## config.mk

```make
export PLATFORM = sky130hd
export DESIGN_NAME = vend_dispense_engine
export DESIGN_NICKNAME = d
export VERILOG_FILES = /design/src/rtl/vend_dispense_engine.sv
export SDC_FILE = /design/constraint.sdc
export NUM_CORES = 1
export LEC_CHECK = 0
export BUFFER_PORTS_ARGS = -buffer_cell sky130_fd_sc_hd__buf_2
export CORE_ASPECT_RATIO = 1.2
export CORE_UTILIZATION = 55
export DETAILED_ROUTE_END_ITERATION = 8
export GPL_ROUTABILITY_DRIVEN = 0
export PLACE_DENSITY_LB_ADDON = 0.08
export SYNTH_ARGS = -nofsm -noshare
export SYNTH_HDL_FRONTEND = slang
export SYNTH_SLANG_ARGS = --single-unit
```

## constraint.sdc

```tcl
create_clock -name clk -period 6.2 [get_ports clk]
set_clock_uncertainty 0.1 [all_clocks]
set_input_delay 1.24 -clock clk [delete_from_list [all_inputs] [get_ports clk]]
set_output_delay 1.24 -clock clk [all_outputs]
set_load 0.01 [all_outputs]
```

## src/rtl/vend_dispense_engine.sv

```systemverilog
// Dispense and change engine: checks stock and funds, hands one item to the item hopper,
// then pays change (or a full refund) as greedy-denomination coins over a valid/ready handshake.
module vend_dispense_engine #(
  parameter int CURRENCY_WIDTH  = 7,
  parameter int ITEM_ADDR_WIDTH = 10,
  parameter int PRICE_WIDTH     = 16,
  parameter int COUNT_WIDTH     = 8,
  parameter int DENOM_3         = 50,
  parameter int DENOM_2         = 10,
  parameter int DENOM_1         = 5,
  parameter int DENOM_0         = 1
) (
  input  logic                       clk,
  input  logic                       rst,
  input  logic                       vend_req,
  input  logic                       cancel_req,
  input  logic [ITEM_ADDR_WIDTH-1:0] item_selected,
  input  logic [CURRENCY_WIDTH-1:0]  total_currency,
  input  logic [PRICE_WIDTH-1:0]     item_price,
  input  logic [COUNT_WIDTH-1:0]     avail_count,
  input  logic                       dispense_ready,
  input  logic                       coin_ready,
  output logic                       busy,
  output logic                       dispense_valid,
  output logic [ITEM_ADDR_WIDTH-1:0] item_dispensed,
  output logic                       stock_dec,
  output logic                       coin_valid,
  output logic [1:0]                 coin_sel,
  output logic [CURRENCY_WIDTH-1:0]  change_remaining,
  output logic                       done,
  output logic [1:0]                 status
);

  localparam int CMP_WIDTH = (PRICE_WIDTH > CURRENCY_WIDTH) ? PRICE_WIDTH : CURRENCY_WIDTH;

  localparam logic [CURRENCY_WIDTH-1:0] D3 = CURRENCY_WIDTH'(DENOM_3);
  localparam logic [CURRENCY_WIDTH-1:0] D2 = CURRENCY_WIDTH'(DENOM_2);
  localparam logic [CURRENCY_WIDTH-1:0] D1 = CURRENCY_WIDTH'(DENOM_1);
  localparam logic [CURRENCY_WIDTH-1:0] D0 = CURRENCY_WIDTH'(DENOM_0);

  typedef enum logic [2:0] {
    S_IDLE,
    S_CHECK,
    S_DISPENSE,
    S_CHANGE,
    S_DONE
  } state_t;

  typedef enum logic [1:0] {
    ST_OK          = 2'd0,
    ST_NO_STOCK    = 2'd1,
    ST_SHORT_FUNDS = 2'd2,
    ST_REFUND      = 2'd3
  } status_t;

  // Largest coin not exceeding the amount still owed.
  function automatic logic [1:0] pick_denom(input logic [CURRENCY_WIDTH-1:0] v);
    if (v >= D3)      return 2'd3;
    else if (v >= D2) return 2'd2;
    else if (v >= D1) return 2'd1;
    else              return 2'd0;
  endfunction

  function automatic logic [CURRENCY_WIDTH-1:0] denom_value(input logic [1:0] sel);
    case (sel)
      2'd3:    return D3;
      2'd2:    return D2;
      2'd1:    return D1;
      default: return D0;
    endcase
  endfunction

  state_t                       state, state_n;
  status_t                      result_q, result_n;
  logic [ITEM_ADDR_WIDTH-1:0]   item_q, item_n;
  logic [CURRENCY_WIDTH-1:0]    total_q, total_n;
  logic [CURRENCY_WIDTH-1:0]    change_n;
  logic                         busy_n, dispense_valid_n, coin_valid_n, done_n;
  logic [ITEM_ADDR_WIDTH-1:0]   item_dispensed_n;
  logic [1:0]                   coin_sel_n, status_n;
  logic [CMP_WIDTH-1:0]         price_ext, total_ext;

  assign price_ext = CMP_WIDTH'(item_price);
  assign total_ext = CMP_WIDTH'(total_q);

  // The stock pulse must coincide with the item handshake itself, so it is the one
  // output formed from a ready input; it is gated by the registered dispense_valid.
  assign stock_dec = dispense_valid & dispense_ready;

  always_comb begin
    // NOTE: every signal assigned here gets a default first, so no path leaves it
    // unassigned and no latch is inferred.
    state_n  = state;
    result_n = result_q;
    item_n   = item_q;
    total_n  = total_q;
    change_n = change_remaining;

    case (state)
      S_IDLE: begin
        if (cancel_req) begin
          change_n = total_currency;
          result_n = ST_REFUND;
          state_n  = S_CHANGE;
        end else if (vend_req) begin
          item_n  = item_selected;
          total_n = total_currency;
          state_n = S_CHECK;
        end
      end
      S_CHECK: begin
        if (avail_count == '0) begin
          result_n = ST_NO_STOCK;
          change_n = total_q;
          state_n  = S_CHANGE;
        end else if (price_ext > total_ext) begin
          result_n = ST_SHORT_FUNDS;
          change_n = total_q;
          state_n  = S_CHANGE;
        end else begin
          result_n = ST_OK;
          change_n = CURRENCY_WIDTH'(total_ext - price_ext);
          state_n  = S_DISPENSE;
        end
      end
      S_DISPENSE: begin
        if (dispense_ready) state_n = S_CHANGE;
      end
      S_CHANGE: begin
        if (change_remaining == '0)
          state_n = S_DONE;
        else if (coin_valid && coin_ready)
          change_n = change_remaining - denom_value(coin_sel);
      end
      S_DONE:  state_n = S_IDLE;
      default: state_n = S_IDLE;
    endcase

    // Outputs are computed for the upcoming state and registered, so a stalled
    // coin keeps its selection because change_n is unchanged until the handshake.
    busy_n           = (state_n != S_IDLE);
    dispense_valid_n = (state_n == S_DISPENSE);
    item_dispensed_n = dispense_valid_n ? item_n : '0;
    coin_valid_n     = (state_n == S_CHANGE) && (change_n != '0);
    coin_sel_n       = coin_valid_n ? pick_denom(change_n) : 2'd0;
    done_n           = (state_n == S_DONE);
    status_n         = done_n ? result_n : status;
  end

  // NOTE: sequential state uses non-blocking assignments so every register samples
  // the pre-edge values regardless of statement order.
  always_ff @(posedge clk or posedge rst) begin
    if (rst) begin
      state            <= S_IDLE;
      result_q         <= ST_OK;
      item_q           <= '0;
      total_q          <= '0;
      change_remaining <= '0;
      busy             <= 1'b0;
      dispense_valid   <= 1'b0;
      item_dispensed   <= '0;
      coin_valid       <= 1'b0;
      coin_sel         <= 2'd0;
      done             <= 1'b0;
      status           <= 2'd0;
    end else begin
      state            <= state_n;
      result_q         <= result_n;
      item_q           <= item_n;
      total_q          <= total_n;
      change_remaining <= change_n;
      busy             <= busy_n;
      dispense_valid   <= dispense_valid_n;
      item_dispensed   <= item_dispensed_n;
      coin_valid       <= coin_valid_n;
      coin_sel         <= coin_sel_n;
      done             <= done_n;
      status           <= status_n;
    end
  end

endmodule

```

# Yosys cells after proc, flatten, opt, wreduce, memory -nomap -nowiden
# Cells that the tools add are included.
# Widths: inputs -> output; s select.
[word_totals] in_bits=47 ff_bits=47
[classes] n_reduce_logical=8 n_addsub=2 n_lt_le_gt_ge=4 eq_ne=9 bitwise_logic=2 mux=29
[ops] op="$mux 7" n=8
[ops] op="$mux 10" n=4
[ops] op="$pmux 7 s3" n=1
[ops] op="$pmux 6 s3" n=1
[ops] op="$gt 16x7->1" n=1
[ops] op="$sub 7x7->7" n=2
[ops] op="$eq 3x2->1 const B" n=4
[ops] op="$mux 2" n=6
[ops] op="$mux 3" n=4
[ops] op="$pmux 3 s4" n=1
[ops] op="$logic_not 8->1" n=1
[ops] op="$ge 7x3->1 const B" n=1
[ops] op="$ge 7x4->1 const B" n=1
[ops] op="$ge 7x6->1 const B" n=1
[ops] op="$logic_not 7->1" n=1
[ops] op="$reduce_bool 7->1" n=1
[ops] op="$eq 2x2->1 const B" n=2
[ops] op="$pmux 2 s2" n=1
[ops] op="$eq 3x1->1 const B" n=1
[ops] op="$eq 3x3->1 const B" n=1
[ops] op="$logic_not 3->1" n=1
[ops] op="$mux 1" n=3
[ops] op="$reduce_and 3->1" n=1
[ops] op="$reduce_bool 3->1" n=1
[ops] op="other kinds (4)" n=5

# Depth between registers and ports, before layout
# Gate-level depths: netlist (run 1).
[depth] word_depth=14 ltp_mapped=13 ltp_nobuf=13

# Worst setup path after synthesis (run 1)
# OpenSTA, ideal clock, no wires.
[synth_path] path_type="input to register" startpoint="in item_price[5]" endpoint="reg coin_sel[0]" required_ns=6.018 n_path_buf=0 arrival_ns=3.252 setup_slack_ns=2.766 cell_stages=11 path_cell_list="inv_1 > ha_1 > nand4b_1 > nand2b_1 > a21o_2 > a21boi_1 > a22oi_1 > a21oi_4 > nor3_1 > a211o_1 > a31oi_1"
[synth_via] elab_chain_cells=9
[synth_rtl] item="start: declaration" line="19" text="input logic [PRICE_WIDTH-1:0] item_price,"
[synth_rtl] item="$gt 16x7->1 (*)" line="116" text="end else if (price_ext > total_ext) begin"
[synth_rtl] item="$mux 7 (*)" line="116"
[synth_rtl] item="$mux 7 (*)" line="112" text="if (avail_count == '0) begin"
[synth_rtl] item="$pmux 7 s3 (*)" line="99" text="case (state)"
[synth_rtl] item="net change_n[3]" line="77" text="logic [CURRENCY_WIDTH-1:0] change_n;"
[synth_rtl] item="$ge 7x3->1" line="60" text="else if (v >= D1) return 2'd1;"
[synth_rtl] item="$mux 1" line="60"
[synth_rtl] item="$mux 2" line="59" text="else if (v >= D2) return 2'd2;"
[synth_rtl] item="$mux 2" line="58" text="if (v >= D3) return 2'd3;"
[synth_rtl] item="$mux 2 (*)" line="145" text="coin_sel_n = coin_valid_n ? pick_denom(change_n) : 2'd0;"
[synth_rtl] item="net coin_sel_n[0]" line="80" text="logic [1:0] coin_sel_n, status_n;"
[synth_rtl] item="end signal: assignment" line="176" text="coin_sel <= coin_sel_n;"
[synth_rtl] item="end: declaration" line="28" text="output logic [1:0] coin_sel,"
# Mark *: on every way through the listed nets, which the timed path passes. The rest lies on a longest branch.
# A chain may end at the register's enable or synchronous reset.

# Worst setup path after layout (run 1)
# Same ends and word-level chain as after synthesis.

==> results of run 1 <==
[layer usage]
metal | vias up | wire length (µm) | global-route usage [%]
li1 | 1177 | - | -
met1 | 1151 | 2811 | 32.25
met2 | 63 | 3314 | 45.45
met3 | 19 | 269 | 5.899
met4 | 0 | 181 | 10.64
met5 | - | 0 | 0
[sequential cells by signal (all words and copies together), names as in the netlist]
| name | count |
|---|---|
| change_remaining | 7 |
| status | 2 |
| total_q | 7 |
| coin_sel | 2 |
| item_dispensed | 10 |
| dispense_valid | 1 |
| state | 3 |
| result_q | 2 |
| item_q | 10 |
| busy | 1 |
| done | 1 |
| coin_valid | 1 |
[Yosys cell counts, types with 2 or more instances]
library cell | number | area, µm²
a211oi_1 | 8 | 60.06
a21o_1 | 3 | 22.52
a21oi_1 | 14 | 70.07
a221o_1 | 2 | 20.02
a311o_1 | 2 | 20.02
a31oi_1 | 4 | 25.02
and2_1 | 4 | 25.02
and3_1 | 12 | 75.07
clkbuf_1 | 7 | 26.28
dfrtp_1 | 47 | 1176
fa_1 | 2 | 40.04
ha_1 | 19 | 237.7
inv_1 | 28 | 105.1
mux2_2 | 19 | 214.0
mux2i_1 | 7 | 70.07
nand2_1 | 16 | 60.06
nand2b_1 | 3 | 18.77
nand3_1 | 3 | 15.01
nand4_1 | 2 | 12.51
nor2_1 | 15 | 56.30
nor2b_1 | 2 | 12.51
nor3_1 | 10 | 50.05
nor4_1 | 4 | 25.02
nor4b_1 | 2 | 17.52
o211ai_1 | 4 | 30.03
o21a_1 | 4 | 30.03
o21ai_0 | 10 | 50.05
o22ai_1 | 3 | 18.77
o31ai_1 | 4 | 30.03
or3_1 | 2 | 12.51
or4_1 | 2 | 15.01
xnor2_1 | 2 | 17.52
xor2_1 | 3 | 26.28
[cell usage in the layout (no fill, tap or decap), types with 5 or more instances in the layout]
master / instances
and3_1: 12
mux2i_1: 7
ha_1: 19
dfrtp_1: 47
nor2_1: 15
a21oi_1: 14
nor3_1: 10
o21ai_0: 10
nand2_1: 16
buf_2: 72
mux2_2: 19
clkbuf_8: 5
inv_1: 27
a211oi_1: 8
[stage by stage]
| step | area [µm²] | std cells | worst slack [ns] | util [%] |
|---|---|---|---|---|
| 2_1_floorplan | 2853 | 289 | 2.766 | - |
| 3_3_place_gp | 3266 | 414 | 2.456 | 65.64 |
| 3_5_place_dp | 3266 | 414 | 2.334 | 65.64 |
| 4_1_cts | 3357 | 422 | 2.663 | 67.48 |
| 5_1_grt | 3357 | 422 | 2.498 | 67.48 |
| 6_report | 3357 | 422 | 2.632 | 67.48 |
[where the power goes]
group / switching, µW / leakage (µW) / internal (µW) / total, µW
sequential: 115 / 0.000603 / 437 / 552
clock: 111 / 0.0000489 / 81.7 / 193
combinational: 550 / 0.00109 / 419 / 969
total: 776 / 0.00175 / 938 / 1710
[cell type report]
cell class                      instances  area (µm²)
Clock buffer                            5       68.82
Clock inverter                          3       22.52
Fill cell                             416        1618
Inverter                               29       108.9
Multi-Input combinational cell        205        1538
Sequential cell                        47        1176
Tap cell                               60       75.07
Timing Repair Buffer                   73       367.9
[worst paths after layout]
path	endpoint	slack [ns]	depth (start not counted)
setup / recovery	coin_sel[0]	2.63	12
hold / removal	item_q[9]	0.40	1
hold reg to reg	item_q[9]	0.40	1
max in group asynchronous	total_q[6]	4.36	2
min in group asynchronous	coin_valid	1.04	2
setup reg to reg	coin_sel[0]	2.93	13
[cell families (layout without fill, tap and decap cells)]
group,count (synthesis),after routing
AOI/OAI and AO/OA,69,69
DFF,47,47
xor gates and xnor gates,5,5
and+or+nand+nor,84,84
buffers and inverters,37,110
adders and majority gates,21,21
muxes,26,26
==> key figures, run 1 <==
Cells and area
  • ANT cells: 0
  • P&R area growth vs syn: 17.68%
  • Ratio of cells with drive above 1 in the final layout: 30.11%
  • Nets: 429

Timing
  • Slew @ Worst Pin: 0.9526 ns
  • Fmax: 280.3 MHz
  • Fin Setup TNS: 0 ns
  • RSZ-0062 raised after global routing: false
  • Max-slew violations: 0
  • Min Tclk post-route: 3.568 ns
  • Final setup vio count: 0
  • Period utilization: 57.55%
  • Final Hold Viols: 0
  • Slew headroom: 36.40%
  • WHS: 0.3977 ns

Setup path
  • WS Path Type: input pin to flip-flop
  • Crit path required time: 6.33 ns
  • CP max stage cell: a21boi_1
  • Crit path largest cell delay: 0.45 ns
  • CP cell instances: buf_2 > inv_1 > ha_1 > nand4b_1 > nand2b_1 > a21o_2 > a21boi_1 > a221o_1 > or2_1 > nor3_1 > a211o_1 > a31oi_1
  • FF-to-FF Start: change_remaining[0]
  • CP Launch Point: item_price[5]
  • Critical path fanouts, max: 7
  • Crit end category: flip-flop
  • CP bufs+invs: 2
  • CP Launch Type: input pin
  • Data arrival, critical path: 3.70 ns
  • CP delay by family, top: compound AO/OA/AOI/OAI gates

Synthesis
  • Yosys reg bits: 47
  • Avg Synthesized Cell Area: 9.871 µm²
  • Post-synth EDFFs: 0
  • Ys flop type: dfrtp_1
  • Post-Synth Simple-Gate Area: 15.66%
  • Synth Area in XOR/XNOR: 1.535%
  • Share of synthesized area spent on multiplexers: 9.956%
  • Largest family of logic cells by synthesized area: compound AO/OA/AOI/OAI gates
  • Post-synthesis cell area: 2853 µm²
  • Syn nets: 357
  • Post-synthesis compound-gate area fraction: 17.02%
  • Synth Area in Adders: 9.737%
  • Yosys warns: 0
  • Cells after Synth: 289
  • Ys async rst share: 100.0%
  • Yosys cell types: 53
  • Fraction of the yosys area taken by sequential cells: 41.23%

Clocking
  • # Post-CTS Setup Buffers: 0
  • Num CTS Buffers: 5
  • CTS resizes: 0
  • Clk pin slew, worst setup/hold paths: 0.09 ns
  • Clock buffer depth: 2
  • TritonCTS clock tree: built
  • CTS root buf: clkbuf_8
  • Hold_buf cts: 0
  • Worst skew pair latency: 0.31 ns
  • Clock Sinks: 47
  • CTS HTree Levels: 2

Drt
  • Initial drt markers: 134
  • Vias per cell: 5.711
  • Drt pass-1 iters: 6
  • Drt wl/cell: 15.58 µm
  • Total number of vias: 2410
  • DRC: 0
  • WL final: 6.576 mm
  • Post-route antenna net violation count: 0

GRT
  • Largest net degree at the start of global routing: 48
  • Vias in the first global route: 2385
  • First-pass GRT wire length: 10.73 mm
  • Gr ovfl total: 0
  • Antenna violations before repair: 0
  • GRT Total Usage: 26.75%

Floorplan
  • Die area: 5480 µm²
  • Die Span X: 67.75 µm
  • Total core area: 4975 µm²
  • FP Rows: 28
  • Ports: 73
  • Die height: 80.90 µm
  • Starting Density: 57.34%

Outcome
  • Status: finished clean

Flow run
  • Number of max-cap violations: 0

Placement
  • Hpwl dp: 5.027 mm
  • I/O Buffers: 72

Worst hold path
  • Hold Startpoint: item_q[9]
  • Hold Path Class: flip-flop to flip-flop

Power
  • Pwr per Cell Area: 510.4 nW/µm²
  • Overall power: 1713 µW
  • Leak: 0.001746 µW
  • Maximum VDD drop: 279.9 µV
No activity file was read; power rests on OpenSTA's default activity.
==> run 2: changes to the inputs <==
CORE_UTILIZATION = 53   (was 55)
clock period = 3.3 ns   (was 6.2 ns; I/O delays follow)
==> key figures, run 2 (synthesis results as in run 1) <==
Floorplan
  • Starting Density: 56.55% (was 57.34%)
  • FP Rows: 28 (unchanged)
  • Total core area: 5045 µm² (was 4975 µm²)
  • Die Span X: 68.98 µm (was 67.75 µm)
  • Die area: 5681 µm² (was 5480 µm²)
  • Ports: 73 (unchanged)
  • Die height: 82.37 µm (was 80.90 µm)

Power
  • Pwr per Cell Area: 976.6 nW/µm² (was 510.4 nW/µm²)
  • Maximum VDD drop: 505.6 µV (was 279.9 µV)
  • Leak: 0.001793 µW (was 0.001746 µW)

Cells and area
  • Commonest non-fill, non-tap cell in the layout: buf_2 (unchanged)
  • Flip-flop and latch area: 1176 µm² (unchanged)
  • Ratio of cells with drive above 1 in the final layout: 31.89% (was 30.11%)
  • Multi-input gate area: 1543 µm² (was 1538 µm²)
  • Nets: 438 (was 429)
  • ANT cells: 0 (unchanged)
  • Final core occ: 68.28% (was 67.48%)
  • Most frequent cells in the layout: 72 x buf_2, 47 x dfrtp_1, 27 x inv_1, 19 x mux2_2, 19 x ha_1 (unchanged)
  • Fillcell total: 415 (was 416)
  • Top Registers: item_dispensed: 10 flops, item_q: 10 flops (unchanged)
  • P&R area growth vs syn: 20.75% (was 17.68%)

Setup path
  • WS Path Type: flip-flop to flip-flop (was input pin to flip-flop)
  • Crit path largest cell delay: 0.42 ns (was 0.45 ns)
  • CP delay by family, top: compound AO/OA/AOI/OAI gates (unchanged)
  • Crit path required time: 3.37 ns (was 6.33 ns)
  • CP Launch Type: flip-flop (was input pin)
  • CP bufs+invs: 2 (unchanged)
  • CP max stage cell: dfrtp_1 (was a21boi_1)
  • Crit end category: flip-flop (unchanged)
  • CP cell instances: inv_1 > ha_1 > inv_1 > fa_1 > a211oi_2 > o21bai_1 > a211oi_1 > nor3_1 > o31ai_1 > nand4_1 > nor3_1 > a211o_1 > a21oi_1 (was buf_2 > inv_1 > ha_1 > nand4b_1 > nand2b_1 > a21o_2 > a21boi_1 > a221o_1 > or2_1 > nor3_1 > a211o_1 > a31oi_1)
  • Critical path fanouts, max: 5 (was 7)
  • Data arrival, critical path: 3.04 ns (was 3.70 ns)

Timing
  • Final setup vio count: 0 (unchanged)
  • WHS: 0.3947 ns (was 0.3977 ns)
  • Fmax: 337.3 MHz
  • Slew @ Worst Pin: 0.9389 ns (was 0.9526 ns)
  • RSZ-0062 raised after global routing: false (unchanged)
  • Fin Setup TNS: 0 ns (unchanged)
  • Min Tclk post-route: 2.965 ns
  • Slew headroom: 37.31% (was 36.40%)
  • Crit path setup slack, layout: 0.3349 ns (was 2.632 ns)
  • Period utilization: 89.85%
  • Max-slew violations: 0 (unchanged)
  • Final Hold Viols: 0 (unchanged)

Placement
  • I/O Buffers: 72 (unchanged)
  • Placement Setup Slack: 0.1180 ns (was 2.334 ns)
  • Hpwl dp: 5.162 mm (was 5.027 mm)

GRT
  • Largest net degree at the start of global routing: 48 (unchanged)
  • First-pass GRT wire length: 10.99 mm (was 10.73 mm)
  • GRT Total Usage: 26.36% (was 26.75%)
  • Antenna violations before repair: 0 (unchanged)
  • Vias in the first global route: 2416 (was 2385)
  • Gr ovfl total: 0 (unchanged)

Clocking
  • CTS root buf: clkbuf_8 (unchanged)
  • # Post-CTS Setup Buffers: 0 (unchanged)
  • Clock Sinks: 47 (unchanged)
  • CTS HTree Levels: 2 (unchanged)
  • TritonCTS clock tree: built (unchanged)
  • Num CTS Buffers: 5 (unchanged)
  • Clock buffer depth: 2 (unchanged)
  • Clk pin slew, worst setup/hold paths: 0.08 ns (was 0.09 ns)
  • Worst skew pair latency: 0.30 ns (was 0.31 ns)
  • Hold_buf cts: 0 (unchanged)

Drt
  • Post-route antenna net violation count: 0 (unchanged)
  • Total number of vias: 2470 (was 2410)
  • Drt pass-1 iters: 4 (was 6)
  • Initial drt markers: 159 (was 134)
  • WL final: 6.566 mm (was 6.576 mm)
  • Drt wl/cell: 15.27 µm (was 15.58 µm)
  • DRC: 0 (unchanged)
  • Vias per cell: 5.744 (was 5.711)

Flow run
  • Number of max-cap violations: 0 (unchanged)

Outcome
  • Status: finished clean (unchanged)

Worst hold path
  • Hold Path Class: flip-flop to flip-flop (unchanged)
-- run 2: final cells by class --
class | count | area share [%]
Sequential cell | 47 | 34.14
Timing Repair Buffer | 82 | 12.64
Clock buffer | 5 | 1.998
Inverter | 29 | 3.160
Clock inverter | 2 | 1.090
Multi-Input combinational cell | 205 | 44.79
Tap cell | 60 | 2.179
-- run 2: through the flow --
step                      power [µW]  cells  cell area [µm²]
after global routing            3679    430             3445
after detailed placement        2941    423             3333
after global placement          2919    423             3333
after CTS                       3366    430             3440
after floorplan                 2329    289             2853
final                           3364    430             3445
-- run 2: where the power goes --
group / internal (µW) / leakage [µW] / switching (µW) / total [µW]
registers: 821 / 0.000603 / 195 / 1020
clock network: 221 / 0.0000502 / 191 / 413
logic: 864 / 0.00114 / 1070 / 1940
total: 1910 / 0.00179 / 1460 / 3360
-- run 2: final timing paths --
| check | from | endpoint | slack, ns | depth (start not counted) |
|---|---|---|---|---|
| max in group asynchronous | rst | result_q[1] | 2.05 | 2 |
| hold / removal | item_q[3] | item_q[3] | 0.39 | 1 |
| hold reg to reg | item_q[3] | item_q[3] | 0.39 | 1 |
| setup / recovery | coin_sel[1] | coin_sel[1] | 0.33 | 13 |
| min in group asynchronous | rst | item_dispensed[0] | 0.47 | 2 |
| setup reg to reg | coin_sel[1] | coin_sel[1] | 0.33 | 13 |
-- run 2: repair_timing --
action / in CTS / in global routing
endpoints found under the setup margin: 0 / 3
endpoints found under the hold margin: 0 / 0
gates resized for setup: 0 / 1
-- run 2: routing by layer --
layer,vias to the layer above,share of wire [%],global-route usage [%]
met3,17,6.1,5.495
met1,1152,41,33.33
met5,-,0,0
li1,1211,-,-
met2,90,51,43.88
met4,0,2.5,9.796
